`src/rtl/uart_pkg.sv`:
```
// uart_pkg: shared FSM state encoding and oversampling constants for uart_core
package uart_pkg;
  typedef enum logic [2:0] {IDLE, START, DATA, PARITY, STOP} uart_state_t;
  localparam int OVERSAMPLE = 16;
  localparam int START_MID = 7;
endpackage

```
`src/rtl/uart_baud_tick.sv`:
```
// uart_baud_tick: free-running oversample tick generator, reloads baud_div after each tick
module uart_baud_tick #(
  parameter int DIV_W = 16
) (
  input  logic             clk,
  input  logic             rst,
  input  logic [DIV_W-1:0] baud_div,
  output logic             tick
);
  logic [DIV_W-1:0] cnt;
  assign tick = (cnt == '0);
  // count down to zero, then pick up the current divisor
  always_ff @(posedge clk or posedge rst)
    if (rst) cnt <= '0;
    else cnt <= tick ? baud_div : cnt - DIV_W'(1);
endmodule

```
`src/rtl/uart_core.sv`:
```
// uart_core: full-duplex 16x-oversampled UART; define UART_PARITY_EN for a parity bit
module uart_core
  import uart_pkg::*;
#(
  parameter int DBITS = 8,
  parameter int SB_TICK = 16,
  parameter int DIV_W = 16
) (
  input  logic             PCLK,
  input  logic             PRESET,
  input  logic [DIV_W-1:0] baud_div,
`ifdef UART_PARITY_EN
  input  logic             parity_odd,
`endif
  input  logic             tx_valid,
  input  logic [DBITS-1:0] tx_data,
  output logic             tx_ready,
  output logic             tx,
  output logic             tx_busy,
  input  logic             rx,
  output logic             rx_valid,
  input  logic             rx_ack,
  output logic [DBITS-1:0] rx_data,
  output logic             rx_frame_err,
  output logic             rx_parity_err,
  output logic             rx_overrun
);
  localparam int CW = $clog2(SB_TICK > OVERSAMPLE ? SB_TICK : OVERSAMPLE);
  localparam int NW = $clog2(DBITS);
  localparam logic [CW-1:0] OS_LAST = CW'(OVERSAMPLE - 1);
  localparam logic [CW-1:0] STOP_LAST = CW'(SB_TICK - 1);
  localparam logic [CW-1:0] MID = CW'(START_MID);
  localparam logic [NW-1:0] N_LAST = NW'(DBITS - 1);

  logic tick;
  uart_baud_tick #(.DIV_W(DIV_W)) u_tick (.clk(PCLK), .rst(PRESET), .baud_div(baud_div), .tick(tick));

  uart_state_t tx_state;
  logic [CW-1:0] tx_cnt;
  logic [NW-1:0] tx_n;
  logic [DBITS-1:0] tx_sh;
  logic tx_last;
`ifdef UART_PARITY_EN
  logic tx_par;
`endif
  assign tx_ready = (tx_state == IDLE);
  assign tx_busy = ~tx_ready;
  assign tx_last = tick && tx_cnt == (tx_state == STOP ? STOP_LAST : OS_LAST);

  // transmit FSM; tx is registered so it changes together with the state
  always_ff @(posedge PCLK or posedge PRESET)
    if (PRESET) begin
      tx_state <= IDLE;
      tx_cnt <= '0;
      tx_n <= '0;
      tx_sh <= '0;
      tx <= 1'b1;
`ifdef UART_PARITY_EN
      tx_par <= 1'b0;
`endif
    end else begin
      if (tick) tx_cnt <= tx_last ? '0 : tx_cnt + CW'(1);
      case (tx_state)
        IDLE: if (tx_valid) begin
          tx_state <= START;
          tx_cnt <= '0;
          tx_sh <= tx_data;
          tx <= 1'b0;
`ifdef UART_PARITY_EN
          tx_par <= ^tx_data ^ parity_odd;
`endif
        end
        START: if (tx_last) begin
          tx_state <= DATA;
          tx_n <= '0;
          tx <= tx_sh[0];
        end
        DATA: if (tx_last) begin
          tx_sh <= tx_sh >> 1;
          tx_n <= tx_n + NW'(1);
          if (tx_n == N_LAST) begin
`ifdef UART_PARITY_EN
            tx_state <= PARITY;
            tx <= tx_par;
`else
            tx_state <= STOP;
            tx <= 1'b1;
`endif
          end else tx <= tx_sh[1];
        end
        PARITY: if (tx_last) begin
          tx_state <= STOP;
          tx <= 1'b1;
        end
        STOP: if (tx_last) tx_state <= IDLE;
        default: tx_state <= IDLE;
      endcase
    end

  logic [2:0] rx_s;
  logic rx_line, rx_fall, rx_last, rx_done;
  uart_state_t rx_state;
  logic [CW-1:0] rx_cnt;
  logic [NW-1:0] rx_n;
  logic [DBITS-1:0] rx_sh;
`ifdef UART_PARITY_EN
  logic rx_par;
`endif
  assign rx_line = rx_s[1];
  assign rx_fall = rx_s[2] & ~rx_s[1];
  assign rx_last = tick && rx_cnt == (rx_state == START ? MID : OS_LAST);
  assign rx_done = (rx_state == STOP) && rx_last;

  // two-stage synchroniser plus one extra stage for falling-edge detection
  always_ff @(posedge PCLK or posedge PRESET)
    if (PRESET) rx_s <= 3'b111;
    else rx_s <= {rx_s[1:0], rx};

  // receive FSM; START waits to mid-bit, then every bit is sampled 16 ticks apart
  always_ff @(posedge PCLK or posedge PRESET)
    if (PRESET) begin
      rx_state <= IDLE;
      rx_cnt <= '0;
      rx_n <= '0;
      rx_sh <= '0;
`ifdef UART_PARITY_EN
      rx_par <= 1'b0;
`endif
    end else begin
      if (tick) rx_cnt <= rx_last ? '0 : rx_cnt + CW'(1);
      case (rx_state)
        IDLE: if (rx_fall) begin
          rx_state <= START;
          rx_cnt <= '0;
        end
        START: if (rx_last) begin
          rx_state <= rx_line ? IDLE : DATA;
          rx_n <= '0;
        end
        DATA: if (rx_last) begin
          rx_sh <= {rx_line, rx_sh[DBITS-1:1]};
          rx_n <= rx_n + NW'(1);
`ifdef UART_PARITY_EN
          if (rx_n == N_LAST) rx_state <= PARITY;
`else
          if (rx_n == N_LAST) rx_state <= STOP;
`endif
        end
        PARITY: if (rx_last) begin
`ifdef UART_PARITY_EN
          rx_par <= rx_line;
`endif
          rx_state <= STOP;
        end
        STOP: if (rx_last) rx_state <= IDLE;
        default: rx_state <= IDLE;
      endcase
    end

  // result holding register: a new frame always wins, overrun only if unacknowledged
  always_ff @(posedge PCLK or posedge PRESET)
    if (PRESET) begin
      rx_valid <= 1'b0;
      rx_data <= '0;
      rx_frame_err <= 1'b0;
      rx_parity_err <= 1'b0;
      rx_overrun <= 1'b0;
    end else if (rx_done) begin
      rx_valid <= 1'b1;
      rx_data <= rx_sh;
      rx_frame_err <= ~rx_line;
`ifdef UART_PARITY_EN
      rx_parity_err <= ^rx_sh ^ parity_odd ^ rx_par;
`else
      rx_parity_err <= 1'b0;
`endif
      rx_overrun <= rx_valid & ~rx_ack;
    end else if (rx_ack) begin
      rx_valid <= 1'b0;
      rx_frame_err <= 1'b0;
      rx_parity_err <= 1'b0;
      rx_overrun <= 1'b0;
    end
endmodule

```
`config.mk`:
```
export PLATFORM = sky130hd
export DESIGN_NAME = uart_core
export DESIGN_NICKNAME = d
export VERILOG_FILES = /design/src/rtl/uart_pkg.sv /design/src/rtl/uart_baud_tick.sv /design/src/rtl/uart_core.sv
export SDC_FILE = /design/constraint.sdc
export NUM_CORES = 1
export LEC_CHECK = 0
export CORE_MARGIN = 10
export CORE_UTILIZATION = 57
export CTS_CLUSTER_SIZE = 30
export DETAILED_ROUTE_END_ITERATION = 8
export DONT_BUFFER_PORTS = 1
export PLACE_DENSITY = 0.84
export SLEW_MARGIN = 5
export SYNTH_ARGS = -nofsm -noshare
export SYNTH_HDL_FRONTEND = slang
export SYNTH_SLANG_ARGS = --single-unit
export TNS_END_PERCENT = 5
```
`constraint.sdc`:
```
create_clock -name PCLK -period 2.9 [get_ports PCLK]
set_clock_uncertainty 0.2 [all_clocks]
set_input_delay 0.725 -clock PCLK [delete_from_list [all_inputs] [get_ports PCLK]]
set_output_delay 0.725 -clock PCLK [all_outputs]
set_load 0.02 [all_outputs]
```
* Yosys cells after proc, flatten, opt, wreduce, memory -nomap -nowiden
Cells that the tools add are included.
** Operators by class
- Add/subtract/negate cells :: 5
- Equal/unequal tests :: 24
- Mux-type cells :: 43
- Bitwise logic cells :: 5
- Reduce and logical (&&, ||, !) cells :: 18
** Operators with widths (number)
- $mux 3 :: 14
- $mux 4 :: 9
- $pmux 3 s5 :: 2
- $ne 2x2->1 const B :: 12
- $logic_not 16->1 :: 1
- $mux 16 :: 1
- $mux 8 :: 2
- $pmux 8 s2 :: 1
- $sub 16x1->16 const B :: 1
- $eq 3x2->1 const B :: 4
- $eq 3x3->1 const B :: 4
- $pmux 3 s2 :: 2
- $reduce_and 6->1 :: 2
- $mux 1 :: 10
- $reduce_and 3->1 :: 3
- $add 4x1->4 const B :: 2
- $reduce_bool 2->1 :: 4
- $add 3x1->3 const B :: 2
- $eq 3x1->1 const B :: 2
- $logic_not 3->1 :: 2
- $reduce_and 5->1 :: 1
- $eq 4x4->1 :: 1
- $eq 4x4->1 const B :: 1
- $pmux 1 s4 :: 1
- other kinds (6) :: 11
** Word-level totals
- Register bits after elaboration :: 68
- Bits of input ports :: 29
- Output and inout port bits :: 15
- Word-level logic and storage cells :: 111

* Longest topological paths before layout
Gate-level depths: netlist of run 1.
- Word-level depth :: 8
- Gate-level depth with buffers :: 8
- Mapped depth without buffers :: 6

* By module
Synthesis of run 1 repeated with hierarchy kept, for this count alone.
** Second synthesis, totals
- Cell total of the unflattened synthesis :: 292
- Area total of the unflattened synthesis :: 3281.9 µm²
** By module, submodules not included
- uart_core :: times used 1, cells each 196, area an instance 2406.1 µm², sequential area each 1281.2 µm²
- uart_baud_tick :: times used 1, cells each 96, area an instance 875.8 µm², sequential area each 400.4 µm²

* Least setup slack after synthesis of run 1
No wires, ideal clock.
- Path kind :: reg-to-reg
- From :: reg u_tick.cnt[0]
- To :: reg rx_sh[0]
- Setup time :: 0.125 ns
- Arrival :: 2.590 ns
- Required time :: 2.575 ns
- Setup slack :: -0.015 ns
- Stages on the path, launching flop included :: 9
- Path buffers :: 2
- Period minus slack after synthesis :: 2.915 ns
- Path through :: dfrtp_1 > inv_1 > ha_1 > or3b_2 > or4_4 > buf_2 > nor4_4 > buf_4 > mux2_2
** Between the ends
- Word-level cells in the longest chain between the ends :: 3
** RTL lines
- start, declared :: RTL line uart_baud_tick.sv:10 : logic [DIV_W-1:0] cnt;
- start signal, assigned :: RTL line uart_baud_tick.sv:15 : else cnt <= tick ? baud_div : cnt - DIV_W'(1);
- $logic_not 16->1 :: RTL line uart_baud_tick.sv:11 : assign tick = (cnt == '0);
- $logic_and 1x1->1 :: RTL line uart_core.sv:111 : assign rx_last = tick && rx_cnt == (rx_state == START ? MID : OS_LAST);
- $reduce_and 2->1 (no line)
- end signal, assigned :: RTL line uart_core.sv:141 : rx_sh <= {rx_line, rx_sh[DBITS-1:1]};
- end, declared :: RTL line uart_core.sv:105 : logic [DBITS-1:0] rx_sh;
Every way passes these cells.
A chain may end at the register's enable or synchronous reset.

* Worst setup path in the final report of run 1
Ends and elaborated chain as after synthesis.

==> results of run 1 <==
final cells by class:
type	instances	share of cell area, %
Clock buffer	9	3.30
Multi-Input combinational cell	225	43.5
Tap cell	75	2.50
Clock inverter	7	2.20
Sequential cell	67	44.8
Timing Repair Buffer	14	3.00
Inverter	7	0.700
synth_stat cells (all sizes together), types with 8 or more instances:
cell     n  area share, %
a21oi   11            1.6
clkbuf  12            1.3
dfrtp   63             46
ha       8            2.9
mux2    20            6.6
nand2b   8            1.5
nand3   20            2.9
nor2    14            1.5
nor3    13            1.9
nor4     8            2.4
o21ai   21            3.1
or4      8            2.0
worst register-to-register path, stage by stage (launching register included):
cell and delay (ns):
dfrtp_1 0.42, inv_1 0.09, ha_1 0.18, or3b_4 0.41, or4_4 0.54, nor4_4 0.30
buf_6 0.19, mux2_2 0.35
layer usage:
| metal | routed length, µm | part of all wire [%] | vias to the layer above | GRT usage, % |
|---|---|---|---|---|
| met3 | 366 | 4.7 | 24 | 4.05 |
| met4 | 283 | 3.6 | 0 | 8.74 |
| met1 | 3190 | 41 | 1276 | 18.1 |
| met5 | 0 | 0 | - | 0 |
| met2 | 3940 | 51 | 84 | 27.6 |
| li1 | - | - | 1210 | - |
what timing repair did:
| item | in CTS | in global routing |
|---|---|---|
| setup endpoints to repair | 0 | 15 |
| hold buffers | 0 | 0 |
| resized for setup | 0 | 3 |
| buffers inserted | 0 | 0 |
registers in the layout (all words and copies together), names as in the netlist:
register / count
u_tick.cnt: 16
rx_data: 8
rx_sh: 8
tx_sh: 8
rx_cnt: 4
tx_cnt: 4
rx_n: 3
rx_s: 3
rx_state: 3
tx_n: 3
tx_state: 3
rx_frame_err: 1
rx_overrun: 1
rx_valid: 1
tx: 1
how the worst max path moves through the flow:
stage,endpoint,slack [ns],cells past startpoint
2_1_floorplan,rx_sh[0],0.09,8
3_3_place_gp,rx_data[6],0.18,7
3_5_place_dp,rx_sh[2],0.08,7
4_1_cts,rx_sh[2],0.07,7
5_1_grt,rx_data[7],-0.04,7
6_report,rx_sh[0],0.09,7
where the power goes:
group,internal [mW],switching (mW),total [mW]
Sequential,0.988,0.0645,1.05
Combinational,0.104,0.117,0.221
Clock,0.412,0.412,0.824
stage by stage:
stage	TNS, ns	total power, mW
final	0	2.10
after CTS	0	2.10
after floorplan	0	1.22
after global placement	0	1.27
after detailed placement	0	1.29
after global routing	-0.0717	2.18
cell families (layout without fill, tap and decap cells):
group,after synthesis,after routing,share of synthesized area (%)
AOI/OAI and AO/OA,66,66,13.4
and+or+nand+nor,118,118,21.3
buffers and inverters,24,37,2.91
adders and majority gates,8,8,2.95
DFF,67,67,49.5
other,1,1,0.110
muxes,23,23,7.52
xor gates and xnor gates,9,9,2.32
==> impl_metrics.tcl, run 1 <==
set metrics [dict create \
    synth_area_mm2 0.00339 \
    cts.clk_slew.worst_paths_ns 0.08 \
    synth_cells 316 \
    slowest_stage "or4_4" \
    layout_common_cells "63 x dfrtp_1, 21 x o21ai_0, 20 x nand3_1, 20 x mux2_2, 14 x nor2_1" \
    core-area_mm2 0.00585 \
    cts_buffer_depth 2 \
    start_util_pct 58.0 \
    cp.required_ns 2.94 \
    stdcell_area_mm2 0.00375 \
    io_pins 44 \
    timing.critical_path.from "u_tick.cnt[0]" \
    place_area_mm2 0.00354 \
    cts.sinks 67 \
    drc 0 \
    ys_async_sr_fraction_pct 100 \
    setup_viol 0 \
    gp_congestion 0.841 \
    final_nets 361 \
    powerDensity_mw_per_mm2 559 \
    max-cap-violations 0 \
    synth_ff_type "dfrtp_1" \
    placementRows 28 \
    synth_seq_cells 67 \
    cts_tree "built" \
    worstMarginPinSlew_ns 0.620 \
    leakagePower_nw 1.57 \
    outcome "completed" \
    grt_max_degree 31 \
    critPathMaxFanout 11 \
    drt_iter0_drc 189 \
    mostFrequentLayoutCell "dfrtp_1" \
    worst_ep_arrival_time_ns 2.85 \
    rr_endpoint "rx_sh[0]" \
    regArea_mm2 0.00168 \
    dp_slack_ns 0.0759 \
    diodes 0 \
    root_buffer "clkbuf_8" \
    dieHeight_um 97.2 \
    vdd.ir_drop.worst_v 0.000342 \
    min_path_type "input port to async pin" \
    htree_num_levels 3 \
    dp_cells 388 \
    avgSynthCellArea_um2 10.7 \
    syn_nets 353 \
    dieArea_mm2 0.00944 \
    regToRegSetupSlack_ns 0.09 \
    grt_use_total_pct 16.2 \
    ys_seq_area_share_pct 49.5 \
    gr-total-overflow 0 \
    worstSetupPathType "register to register" \
    fmax_ghz 0.356 \
    endpoint_kind "register" \
    n_fill_cell 447 \
    critical_path.max_stage_delay_ns 0.54 \
    via_count 2594 \
    syn_to_final_growth_pct 10.6 \
    grt_pass1_vias 2532 \
    drive_gt1_share_pct 24.3 \
    hold_ws_ns 0.126 \
    ys_types 51 \
    hold_viol 0 \
    io_buffer_count 0 \
    timing.final.ws_setup_ns 0.0909 \
    final.period_utilization_pct 96.9 \
    clkLatencyLatePin_ns 0.35 \
    multi_input_area_mm2 0.00163 \
    yosysWarnings 0 \
    avgRoutedWirePerCell_um 19.3 \
    dp_hpwl_mm 5.31 \
    synth_edf_count 0 \
    final_util_pct 64.2 \
    crit_chain "inv_1, ha_1, or3b_4, or4_4, nor4_4, buf_6, mux2_2" \
    min_period_ns 2.81 \
    cts_buffers 9 \
    antenna_found_initial 0 \
    cp.buffers_inverters 2 \
    via_per_inst 6.42 \
    wl_mm 7.78 \
    reg2reg_depth 7 \
    finalMaxSlewViolations 0 \
    crit_family "simple AND/OR/NAND/NOR gates" \
    layout.cells.non_filler 404 \
    slew_headroom_pct 58.6 \
    die_w_um 97.2 \
    firstDrtPassIters 4 \
    reg2reg_from "u_tick.cnt[0]" \
    startpoint_type "register" \
    grt_pass1_wl_mm 12.7 \
    antenna_left 0 \
]
No activity file was read; power rests on OpenSTA's default activity.
==> run 2: changes to the inputs <==
CELL_PAD_IN_SITES_DETAIL_PLACEMENT = 1   (was unset)
CELL_PAD_IN_SITES_GLOBAL_PLACEMENT = 1   (was unset)
CORE_UTILIZATION = 45   (was 57)
==> impl_metrics.tcl, run 2 (synthesis gave the netlist of run 1 again) <==
set metrics [dict create \
    finalMaxSlewViolations 0 \
    dp_hpwl_mm 6.07 \
    largest_reg_flops 16 \
    max-cap-violations 0 \
    endpoint_kind "register" \
    antenna_left 0 \
    cts_buffers 9 \
    gr-usage-met1_pct 18.0 \
    n_fill_cell 825 \
    io_buffer_count 0 \
    vdd.ir_drop.worst_v 0.000329 \
    die_w_um 107 \
    busiest_layer "met2" \
    io_pins 44 \
    wl_mm 8.65 \
    grt_use_met3_pct 3.89 \
    setup_viol 0 \
    core-area_mm2 0.00729 \
    worst_ep_arrival_time_ns 2.84 \
    timing.final.ws_setup_ns 0.101 \
    outcome "completed" \
    mostFrequentLayoutCell "dfrtp_1" \
    grt_max_degree 39 \
    via_count 2604 \
    layout_common_cells "63 x dfrtp_1, 21 x o21ai_0, 20 x nand3_1, 20 x mux2_2, 14 x nor2_1" \
    avgRoutedWirePerCell_um 20.2 \
    via_per_inst 6.08 \
    htree_num_levels 3 \
    start_util_pct 46.6 \
    cp.required_ns 2.94 \
    drive_gt1_share_pct 24.3 \
    grt_pass1_wl_mm 14.7 \
    grt_use_total_pct 15.7 \
    diodes 0 \
    cts_hold_buf 0 \
    final_util_pct 52.1 \
    final_nets 361 \
    leakagePower_nw 1.58 \
    hold_viol 0 \
    drc 0 \
    grt_pass1_vias 2900 \
    gp_congestion 0.820 \
    startpoint_type "register" \
    antenna_found_initial 0 \
    placementRows 31 \
    firstDrtPassIters 4 \
    cts.sinks 67 \
    cts_setup_buffers 0 \
    min_path_type "input port to async pin" \
    stdcell_area_mm2 0.00380 \
    fmax_ghz 0.357 \
    grt_use_met2_pct 27.5 \
    gr-total-overflow 0 \
    dieHeight_um 107 \
    cts.clk_slew.worst_paths_ns 0.08 \
    rsz0062_at_grt "true" \
    syn_to_final_growth_pct 11.9 \
    total_power_mw 2.11 \
    dieArea_mm2 0.0114 \
    worstMarginPinSlew_ns 0.684 \
    dp_slack_ns 0.0818 \
    cts_buffer_depth 2 \
    timing.critical_path.from "u_tick.cnt[0]" \
    place_area_mm2 0.00358 \
    multi_input_area_mm2 0.00163 \
    worstSetupPathType "register to register" \
    crit_chain "inv_1, ha_1, or3b_4, or4_4, nor4_4, buf_6, mux2_2" \
    root_buffer "clkbuf_8" \
    cts_tree "built" \
    powerDensity_mw_per_mm2 555 \
    drt_iter0_drc 144 \
    critical_path.max_stage_delay_ns 0.55 \
    reg2reg_from "u_tick.cnt[0]" \
    min_period_ns 2.80 \
    final.period_utilization_pct 96.5 \
    clkLatencyLatePin_ns 0.36 \
    slew_headroom_pct 54.3 \
    slowest_stage "or4_4" \
    regMostFlops "u_tick.cnt" \
    critPathMaxFanout 10 \
    regArea_mm2 0.00168 \
]
run 2: changes by cell type in the layout (fill, tap and decap cells not counted):
| cell | previous run | this run |
|---|---|---|
| inv_8 | 1 | 0 |
| buf_4 | 12 | 10 |
| inv_6 | 3 | 5 |
| buf_12 | 0 | 1 |
| buf_6 | 2 | 3 |
| clkinvlp_4 | 2 | 1 |
run 2: worst paths after layout:
path / slack [ns] / to / cells after the start
worst max-delay path: 0.10 / rx_data[4] / 7
worst min register to register: 0.16 / rx_s[1] / 0
worst min-delay path: 0.15 / tx_sh[6] / 1
max in group asynchronous: 1.66 / rx_s[2] / 2
worst max register to register: 0.10 / rx_data[4] / 7
min in group PCLK: 0.16 / rx_s[0] / 0
run 2: what timing repair did:
action | CTS | global route
gates resized for setup | 0 | 4
endpoints found under the setup margin | 0 | 18
hold endpoints to repair | 0 | 0
run 2: worst max-delay path, delay by kind of cell (launching register included):
| kind | cells | cell delay [ns] |
|---|---|---|
| adders and majority gates | 1 | 0.20 |
| buffers and inverters | 2 | 0.29 |
| DFF | 1 | 0.42 |
| muxes | 1 | 0.34 |
| and+or+nand+nor | 3 | 1.25 |
run 2: stage by stage:
| step | hold WS, ns | std cells | setup TNS [ns] |
|---|---|---|---|
| 3_5_place_dp | 0.152 | 412 | 0 |
| 5_1_grt | 0.133 | 428 | -0.00290 |
| 2_1_floorplan | 0.145 | 316 | 0 |
| 4_1_cts | 0.144 | 428 | 0 |
| 6_report | 0.145 | 428 | 0 |
| 3_3_place_gp | 0.148 | 412 | 0 |
run 2: area by class of cell:
type	instances	share of cell area, %
Sequential cell	67	44.3
Clock inverter	7	2.14
Inverter	7	0.691
Multi-Input combinational cell	225	43.0
Timing Repair Buffer	14	3.39
Tap cell	99	3.26
Clock buffer	9	3.26
run 2: report_power, final:
group	internal, mW	leakage, nW	switching [mW]
clock	0.412	0.102	0.421
sequential	0.988	0.845	0.0814
combinational	0.0953	0.635	0.112
run 2: metal layers:
| metal | vias to the layer above | routed length, µm |
|---|---|---|
| li1 | 1210 | - |
| met1 | 1329 | 3580 |
| met2 | 54 | 4590 |
| met3 | 11 | 356 |
| met4 | 0 | 124 |
| met5 | - | 0 |
